### src/rtl/flux_band_scheduler_pkg.sv
// Shared types for the flux band scheduler: band ids, FSM states and the
// saturating increment used by the event counters.
package bpm_pkg;

  typedef enum logic [1:0] {
    BAND_LOW  = 2'd0,
    BAND_MID  = 2'd1,
    BAND_HIGH = 2'd2
  } band_t;

  typedef enum logic [1:0] {
    ST_IDLE,
    ST_ISSUE,
    ST_WAIT_RES,
    ST_COMBINE
  } state_t;

  function automatic logic [15:0] sat_inc16(input logic [15:0] value);
    return (value == 16'hFFFF) ? value : value + 16'd1;
  endfunction

endpackage

### src/rtl/flux_band_scheduler_if.sv
// Request/result handshake between the scheduler (master) and the shared
// autocorrelation engine (slave).
interface flux_band_scheduler_if #(
  parameter int FW = 74,
  parameter int BW = 16
) ();

  logic          req_valid;
  logic          req_ready;
  logic [1:0]    req_band;
  logic [FW-1:0] req_flux;
  logic          res_valid;
  logic [1:0]    res_band;
  logic [BW-1:0] res_bpm;

  modport master (
    output req_valid, req_band, req_flux,
    input  req_ready, res_valid, res_band, res_bpm
  );

  modport slave (
    input  req_valid, req_band, req_flux,
    output req_ready, res_valid, res_band, res_bpm
  );

endinterface

### src/rtl/flux_band_scheduler_sat_counter.sv
// 16-bit event counter that sticks at 0xFFFF instead of wrapping.
module sat_counter
  import bpm_pkg::*;
(
  input  logic        clk,
  input  logic        reset_n,
  input  logic        inc,
  output logic [15:0] count
);

  always_ff @(posedge clk or negedge reset_n) begin
    if (!reset_n) begin
      count <= '0;
    end else if (inc) begin
      count <= sat_inc16(count);
    end
  end

endmodule

### src/rtl/flux_band_scheduler.sv
// Shares one autocorrelation engine across the low/mid/high flux bands and
// folds the three per-band BPM results into one weighted estimate.
module flux_band_scheduler
  import bpm_pkg::*;
#(
  parameter int FW      = 74,
  parameter int BW      = 16,
  parameter int WL      = 2,
  parameter int WM      = 1,
  parameter int WH      = 1,
  parameter int WSHIFT  = 2,
  parameter int TIMEOUT = 65535
) (
  input  logic                  clk,
  input  logic                  reset_n,
  input  logic                  flux_valid,
  input  logic [FW-1:0]         flux_low,
  input  logic [FW-1:0]         flux_mid,
  input  logic [FW-1:0]         flux_high,
  flux_band_scheduler_if.master eng,
  output logic [BW-1:0]         bpm_low,
  output logic [BW-1:0]         bpm_mid,
  output logic [BW-1:0]         bpm_high,
  output logic [BW-1:0]         final_bpm,
  output logic                  bpm_valid,
  output logic                  busy,
  output logic [15:0]           overrun_cnt,
  output logic [15:0]           timeout_cnt,
  output logic                  band_err
);

  localparam int SW = BW + WSHIFT + 2;
  // The wait counter only needs to reach TIMEOUT-1, the cycle the timeout fires.
  localparam int TW = (TIMEOUT > 1) ? $clog2(TIMEOUT) : 1;

  if ((WL + WM + WH) != (2 ** WSHIFT)) begin : g_weight_check
    $error("flux_band_scheduler: WL+WM+WH must equal 2**WSHIFT");
  end

  state_t        state, state_n;
  band_t         band, band_n;
  logic [FW-1:0] held_low, held_mid, held_high;
  logic [TW-1:0] wait_cnt;
  logic          res_hit;
  logic          timed_out;
  logic          overrun_inc;
  logic [SW-1:0] weighted_sum;

  always_ff @(posedge clk or negedge reset_n) begin
    if (!reset_n) begin
      state <= ST_IDLE;
      band  <= BAND_LOW;
    end else begin
      state <= state_n;
      band  <= band_n;
    end
  end

  always_comb begin
    state_n       = state;
    band_n        = band;
    eng.req_valid = 1'b0;
    res_hit       = 1'b0;
    timed_out     = 1'b0;
    band_err      = 1'b0;
    case (state)
      ST_IDLE: begin
        if (flux_valid) begin
          state_n = ST_ISSUE;
          band_n  = BAND_LOW;
        end
      end
      ST_ISSUE: begin
        eng.req_valid = 1'b1;
        if (eng.req_ready) state_n = ST_WAIT_RES;
      end
      ST_WAIT_RES: begin
        // A result arriving in the timeout cycle wins over the timeout.
        if (eng.res_valid && (eng.res_band == band)) begin
          res_hit = 1'b1;
        end else begin
          band_err  = eng.res_valid;
          timed_out = (wait_cnt == TW'(TIMEOUT - 1));
        end
        if (res_hit || timed_out) begin
          if (band == BAND_HIGH) begin
            state_n = ST_COMBINE;
          end else begin
            band_n  = band_t'(band + 2'd1);
            state_n = ST_ISSUE;
          end
        end
      end
      ST_COMBINE: state_n = ST_IDLE;
      default:    state_n = ST_IDLE;
    endcase
  end

  always_comb begin
    eng.req_flux = '0;
    if (state == ST_ISSUE) begin
      case (band)
        BAND_LOW: eng.req_flux = held_low;
        BAND_MID: eng.req_flux = held_mid;
        default:  eng.req_flux = held_high;
      endcase
    end
  end

  assign eng.req_band = band;
  assign busy         = (state != ST_IDLE);
  assign overrun_inc  = flux_valid && (state != ST_IDLE);

  assign weighted_sum = SW'(WL) * SW'(bpm_low)
                      + SW'(WM) * SW'(bpm_mid)
                      + SW'(WH) * SW'(bpm_high);

  always_ff @(posedge clk or negedge reset_n) begin
    if (!reset_n) begin
      held_low  <= '0;
      held_mid  <= '0;
      held_high <= '0;
      wait_cnt  <= '0;
      bpm_low   <= '0;
      bpm_mid   <= '0;
      bpm_high  <= '0;
      final_bpm <= '0;
      bpm_valid <= 1'b0;
    end else begin
      if ((state == ST_IDLE) && flux_valid) begin
        held_low  <= flux_low;
        held_mid  <= flux_mid;
        held_high <= flux_high;
      end
      if ((state == ST_ISSUE) && eng.req_ready) begin
        wait_cnt <= '0;
      end else if (state == ST_WAIT_RES) begin
        wait_cnt <= wait_cnt + 1'b1;
      end
      if (res_hit) begin
        case (band)
          BAND_LOW: bpm_low  <= eng.res_bpm;
          BAND_MID: bpm_mid  <= eng.res_bpm;
          default:  bpm_high <= eng.res_bpm;
        endcase
      end
      if (state == ST_COMBINE) begin
        final_bpm <= BW'(weighted_sum >> WSHIFT);
      end
      bpm_valid <= (state == ST_COMBINE);
    end
  end

  sat_counter u_overrun_cnt (
    .clk     (clk),
    .reset_n (reset_n),
    .inc     (overrun_inc),
    .count   (overrun_cnt)
  );

  sat_counter u_timeout_cnt (
    .clk     (clk),
    .reset_n (reset_n),
    .inc     (timed_out),
    .count   (timeout_cnt)
  );

endmodule

### src/flat_wrapper.sv
// flat-port wrapper written by rule: the top's interface ports become plain ports
module flux_band_scheduler_flat import bpm_pkg::*;
#(
  parameter int FW      = 74,
  parameter int BW      = 16,
  parameter int WL      = 2,
  parameter int WM      = 1,
  parameter int WH      = 1,
  parameter int WSHIFT  = 2,
  parameter int TIMEOUT = 65535
)
  (clk, reset_n, flux_valid, flux_low, flux_mid, flux_high, bpm_low, bpm_mid, bpm_high, final_bpm, bpm_valid, busy, overrun_cnt, timeout_cnt, band_err, eng_req_valid, eng_req_band, eng_req_flux, eng_req_ready, eng_res_valid, eng_res_band, eng_res_bpm);
  flux_band_scheduler_if #(.FW(FW), .BW(BW)) eng_i ();
  input  logic clk;
  input  logic reset_n;
  input  logic flux_valid;
  input  logic [FW-1:0] flux_low;
  input  logic [FW-1:0] flux_mid;
  input  logic [FW-1:0] flux_high;
  output logic [BW-1:0] bpm_low;
  output logic [BW-1:0] bpm_mid;
  output logic [BW-1:0] bpm_high;
  output logic [BW-1:0] final_bpm;
  output logic bpm_valid;
  output logic busy;
  output logic [15:0] overrun_cnt;
  output logic [15:0] timeout_cnt;
  output logic band_err;
  output wire logic [$bits(eng_i.req_valid)-1:0] eng_req_valid;
  output wire logic [$bits(eng_i.req_band)-1:0] eng_req_band;
  output wire logic [$bits(eng_i.req_flux)-1:0] eng_req_flux;
  input wire logic [$bits(eng_i.req_ready)-1:0] eng_req_ready;
  input wire logic [$bits(eng_i.res_valid)-1:0] eng_res_valid;
  input wire logic [$bits(eng_i.res_band)-1:0] eng_res_band;
  input wire logic [$bits(eng_i.res_bpm)-1:0] eng_res_bpm;
  assign eng_req_valid = eng_i.req_valid;
  assign eng_req_band = eng_i.req_band;
  assign eng_req_flux = eng_i.req_flux;
  assign eng_i.req_ready = eng_req_ready;
  assign eng_i.res_valid = eng_res_valid;
  assign eng_i.res_band = eng_res_band;
  assign eng_i.res_bpm = eng_res_bpm;
  flux_band_scheduler #(.FW(FW), .BW(BW), .WL(WL), .WM(WM), .WH(WH), .WSHIFT(WSHIFT), .TIMEOUT(TIMEOUT)) u_core (.clk(clk), .reset_n(reset_n), .flux_valid(flux_valid), .flux_low(flux_low), .flux_mid(flux_mid), .flux_high(flux_high), .eng(eng_i), .bpm_low(bpm_low), .bpm_mid(bpm_mid), .bpm_high(bpm_high), .final_bpm(final_bpm), .bpm_valid(bpm_valid), .busy(busy), .overrun_cnt(overrun_cnt), .timeout_cnt(timeout_cnt), .band_err(band_err));
endmodule
### config.mk
export PLATFORM = sky130hd
export DESIGN_NAME = flux_band_scheduler_flat
export DESIGN_NICKNAME = d
export VERILOG_FILES = /design/src/rtl/flux_band_scheduler_pkg.sv /design/src/rtl/flux_band_scheduler_if.sv /design/src/rtl/flux_band_scheduler_sat_counter.sv /design/src/rtl/flux_band_scheduler.sv /design/src/flat_wrapper.sv
export SDC_FILE = /design/constraint.sdc
export NUM_CORES = 1
export LEC_CHECK = 0
export BUFFER_PORTS_ARGS = -buffer_cell sky130_fd_sc_hd__buf_2
export CAP_MARGIN = 20
export CORE_MARGIN = 3
export CORE_UTILIZATION = 57
export CTS_CLUSTER_SIZE = 25
export DETAILED_ROUTE_END_ITERATION = 8
export PLACE_DENSITY_LB_ADDON = 0.15
export SYNTH_ARGS = -nofsm -noshare
export SYNTH_HDL_FRONTEND = slang
export SYNTH_HIERARCHICAL = 1
export SYNTH_SLANG_ARGS = --single-unit
### constraint.sdc
create_clock -name clk -period 6.1 [get_ports clk]
set_clock_uncertainty 0.1 [all_clocks]
set_input_delay 1.22 -clock clk [delete_from_list [all_inputs] [get_ports clk]]
set_output_delay 1.22 -clock clk [all_outputs]
set_load 0.01 [all_outputs]
==> flow_summary.json <==
{
  "clock_sinks": 339,
  "portBuffers": 420,
  "final_area_um2": 19400,
  "rsz0062_at_grt": "false",
  "cts_max_path_buffers": 3,
  "vias": 11800,
  "setup_tns_ns": 0,
  "viasPerCell": 5.75,
  "grt_pass1_wl_um": 63700,
  "crit_path_end_kind": "primary output",
  "status": "finished clean",
  "synth_nets": 1545,
  "first_pass_iters": 5,
  "layout-drive-gt1-share": 0.462,
  "worstSkewPairLatency_ns": 0.51,
  "antenna_found_initial": 29,
  "p_leak_nw": 9.46,
  "postRouteAntennaNets": 0,
  "slew_violations": 0,
  "synth_seq_cells": 339,
  "grt_max_degree": 152,
  "cts-resized-gates": 0,
  "grtUsageTotal": 0.275,
  "fillers": 1997,
  "die_area_um2": 29500,
  "path_clk_slew_ns": 0.06,
  "synth_flop_cell": "dfrtp_1",
  "core_um2": 27000,
  "place_congestion": 0.851,
  "wl_per_cell_um": 20.6,
  "grt_pass1_vias": 11900,
  "yosysSeqAreaShare": 0.541,
  "synth-compound-area-share": 0.0924,
  "root_buffer": "clkbuf_16",
  "fin_crit_sh": 0.695,
  "yosys.area_share.simple": 0.0813,
  "timing.fmax_mhz": 236,
  "ios": 421,
  "cts_buffers": 37,
  "synth_cells": 1262,
  "cts_tree": "yes",
  "finalHoldViolCount": 0,
  "fin_cells": 2048,
  "final_net_count": 1946,
  "crit_arrival_ns": 2.92,
  "holdBufCountCts": 0,
  "grt_overflow": 0,
  "die_h_um": 172,
  "worstSetupPathType": "flop to primary output",
  "hold_path.class": "flop to flop",
  "yosys.area_share.adder": 0.0380,
  "wl_um": 42100,
  "min_from": "u_core/final_bpm[10]",
  "worst_pin_slew_ns": 1.03,
  "synth_top_family_by_area": "multiplexers",
  "fp.dieW_um": 172,
  "syn2layout_area_growth_pct": 23.6,
  "cts_max_level": 2,
  "drc": 0,
  "slew-limit-headroom": 0.312,
  "pwr_density_cell_nw_per_um2": 534,
  "first_iter_violations": 773,
  "std_cell_rows": 60,
  "cp-start-kind": "flop",
  "synthXorXnorAreaFrac": 0.0268,
  "setup_viol_count_final": 0,
  "max_cap_viol_count": 0,
  "syn-cell-area_um2": 15700,
  "fin_hold_ws_ns": 0.374,
  "r2r-start": "u_core/bpm_low[0]",
  "synthMuxAreaShare": 0.197,
  "initial_core_util": 0.580,
  "postPlaceCellArea_um2": 18100,
  "async_flop_share": 1.00,
  "avgSynthCellArea_um2": 12.4,
  "crit_fanout": 45,
  "cts_setup_buffers": 0,
  "ys_warn_count": 6,
  "required_ns": 4.78,
  "dp_cells": 1965,
  "dp_hpwl_um": 29500,
  "startpoint": "u_core/eng.req_band[0]",
  "synth_edf_count": 0,
  "peakVddDrop_uv": 310,
  "synth_cell_type_count": 60,
  "fin_crit_ns": 4.24
}
[cells in the mapped netlist (3+ instances only)]
| library cell | number | area (um^2) |
|---|---|---|
| xor2_1 | 36 | 315 |
| fa_1 | 16 | 320 |
| and4_1 | 6 | 52.6 |
| o211ai_1 | 3 | 22.5 |
| a21o_1 | 3 | 22.5 |
| inv_1 | 19 | 71.3 |
| buf_1 | 4 | 15.0 |
| mux2_2 | 270 | 3040 |
| nand2_1 | 118 | 443 |
| o21ai_0 | 27 | 135 |
| buf_2 | 25 | 125 |
| o21a_1 | 3 | 22.5 |
| xnor2_1 | 12 | 105 |
| dfrtp_1 | 339 | 8480 |
| and2_1 | 4 | 25.0 |
| and3_1 | 8 | 50.1 |
| ha_1 | 22 | 275 |
| nor3_1 | 14 | 70.1 |
| nand4_1 | 15 | 93.8 |
| nor2b_1 | 4 | 25.0 |
| nand4_4 | 4 | 85.1 |
| a31oi_1 | 3 | 18.8 |
| nand3_1 | 20 | 100 |
| a22oi_1 | 74 | 556 |
| mux2i_1 | 3 | 30.0 |
| o21bai_1 | 3 | 22.5 |
| nor2_1 | 32 | 120 |
| nand2b_1 | 4 | 25.0 |
| clkbuf_1 | 39 | 146 |
| a21oi_1 | 89 | 445 |
[per-layer routing]
layer | wire length [um] | vias to the layer above | GRT usage
li1 | - | 5370 | -
met1 | 16600 | 5889 | 0.339
met2 | 21200 | 388 | 0.465
met3 | 2870 | 105 | 0.0747
met4 | 1390 | 22 | 0.109
met5 | 121 | - | 0
[kinds of logic (layout without fill, tap and decap cells)]
group | after synthesis | in the layout
xor gates and xnor gates | 48 | 48
buffers and inverters | 88 | 513
DFF | 339 | 339
other | 0 | 20
AOI/OAI and AO/OA | 225 | 225
muxes | 275 | 275
and+or+nand+nor | 249 | 249
adders and majority gates | 38 | 38
[final timing paths]
check | slack (ns) | endpoint | cells after the start
max reg2reg | 2.96 | u_core/final_bpm[11] | 10
min reg2reg | 0.37 | u_core/final_bpm[10] | 2
max | 1.86 | eng_req_flux[55] | 7
min | 0.37 | u_core/final_bpm[10] | 2
min in group asynchronous | 0.65 | u_core/bpm_high[14] | 1
max in group asynchronous | 3.76 | u_core/held_high[72] | 2
[worst max-delay path, cell delays in order (launching register included)]
cell and delay [ns]:
dfrtp_1 0.51, inv_1 0.15, ha_4 0.20, nor2_4 0.69, buf_12 0.32, nand2_1 0.09
a21oi_1 0.20, buf_2 0.20
[power by group]
group / switching [W] / leakage [nW] / total [W] / internal, W
clock: 0.000882 / 0.608 / 0.00223 / 0.00135
sequential: 0.000677 / 4.17 / 0.00391 / 0.00323
combinational: 0.00224 / 4.68 / 0.00420 / 0.00196
[flip-flops by register name, indices dropped and copies added, names as in the netlist]
name                        flops
u_core/bpm_valid                1
u_core/state                    2
u_core/final_bpm               16
u_core/wait_cnt                16
u_core/bpm_mid                 16
u_core/held_mid                74
u_core/held_high               74
u_core/bpm_low                 16
u_core/u_timeout_cnt/count     16
u_core/held_low                74
u_core/bpm_high                16
u_core/eng.req_band             2
u_core/u_overrun_cnt/count     16
[cell usage in the layout (no fill, tap or decap), drive strengths merged, types with 4 or more instances in the layout]
| cell | synthesis | layout |
|---|---|---|
| a21oi | 89 | 89 |
| a22oi | 74 | 74 |
| and2 | 4 | 4 |
| and3 | 8 | 8 |
| and4 | 8 | 8 |
| buf | 29 | 430 |
| clkbuf | 39 | 56 |
| clkinv | 1 | 4 |
| dfrtp | 339 | 339 |
| diode | 0 | 20 |
| fa | 16 | 16 |
| ha | 22 | 22 |
| inv | 19 | 21 |
| mux2 | 272 | 272 |
| nand2 | 118 | 118 |
| nand2b | 4 | 4 |
| nand3 | 20 | 20 |
| nand4 | 19 | 19 |
| nor2 | 32 | 32 |
| nor2b | 4 | 4 |
| nor3 | 14 | 14 |
| nor4 | 4 | 4 |
| o21ai | 27 | 27 |
| xnor2 | 12 | 12 |
| xor2 | 36 | 36 |
[layout make-up]
type	instances	area (um^2)	area share
sequential	339	8480	0.438
multi-input combinational	835	6880	0.355
timing repair buffer	430	2220	0.115
clock buffer	56	1160	0.0599
tap	341	427	0.0220
inverter	20	75.1	0.00388
clock inverter	7	70.1	0.00362
antenna	20	50.0	0.00258
[per-stage QoR]
stage	power, W	util	setup slack, ns
final	0.0103	0.717	1.86
after global routing	0.0110	0.716	1.73
after CTS	0.0104	0.715	1.84
after detailed placement	0.00811	0.669	2.38
after global placement	0.00798	0.669	2.44
after floorplan	0.00663	-	2.85
(Power assumes the default switching activity.)
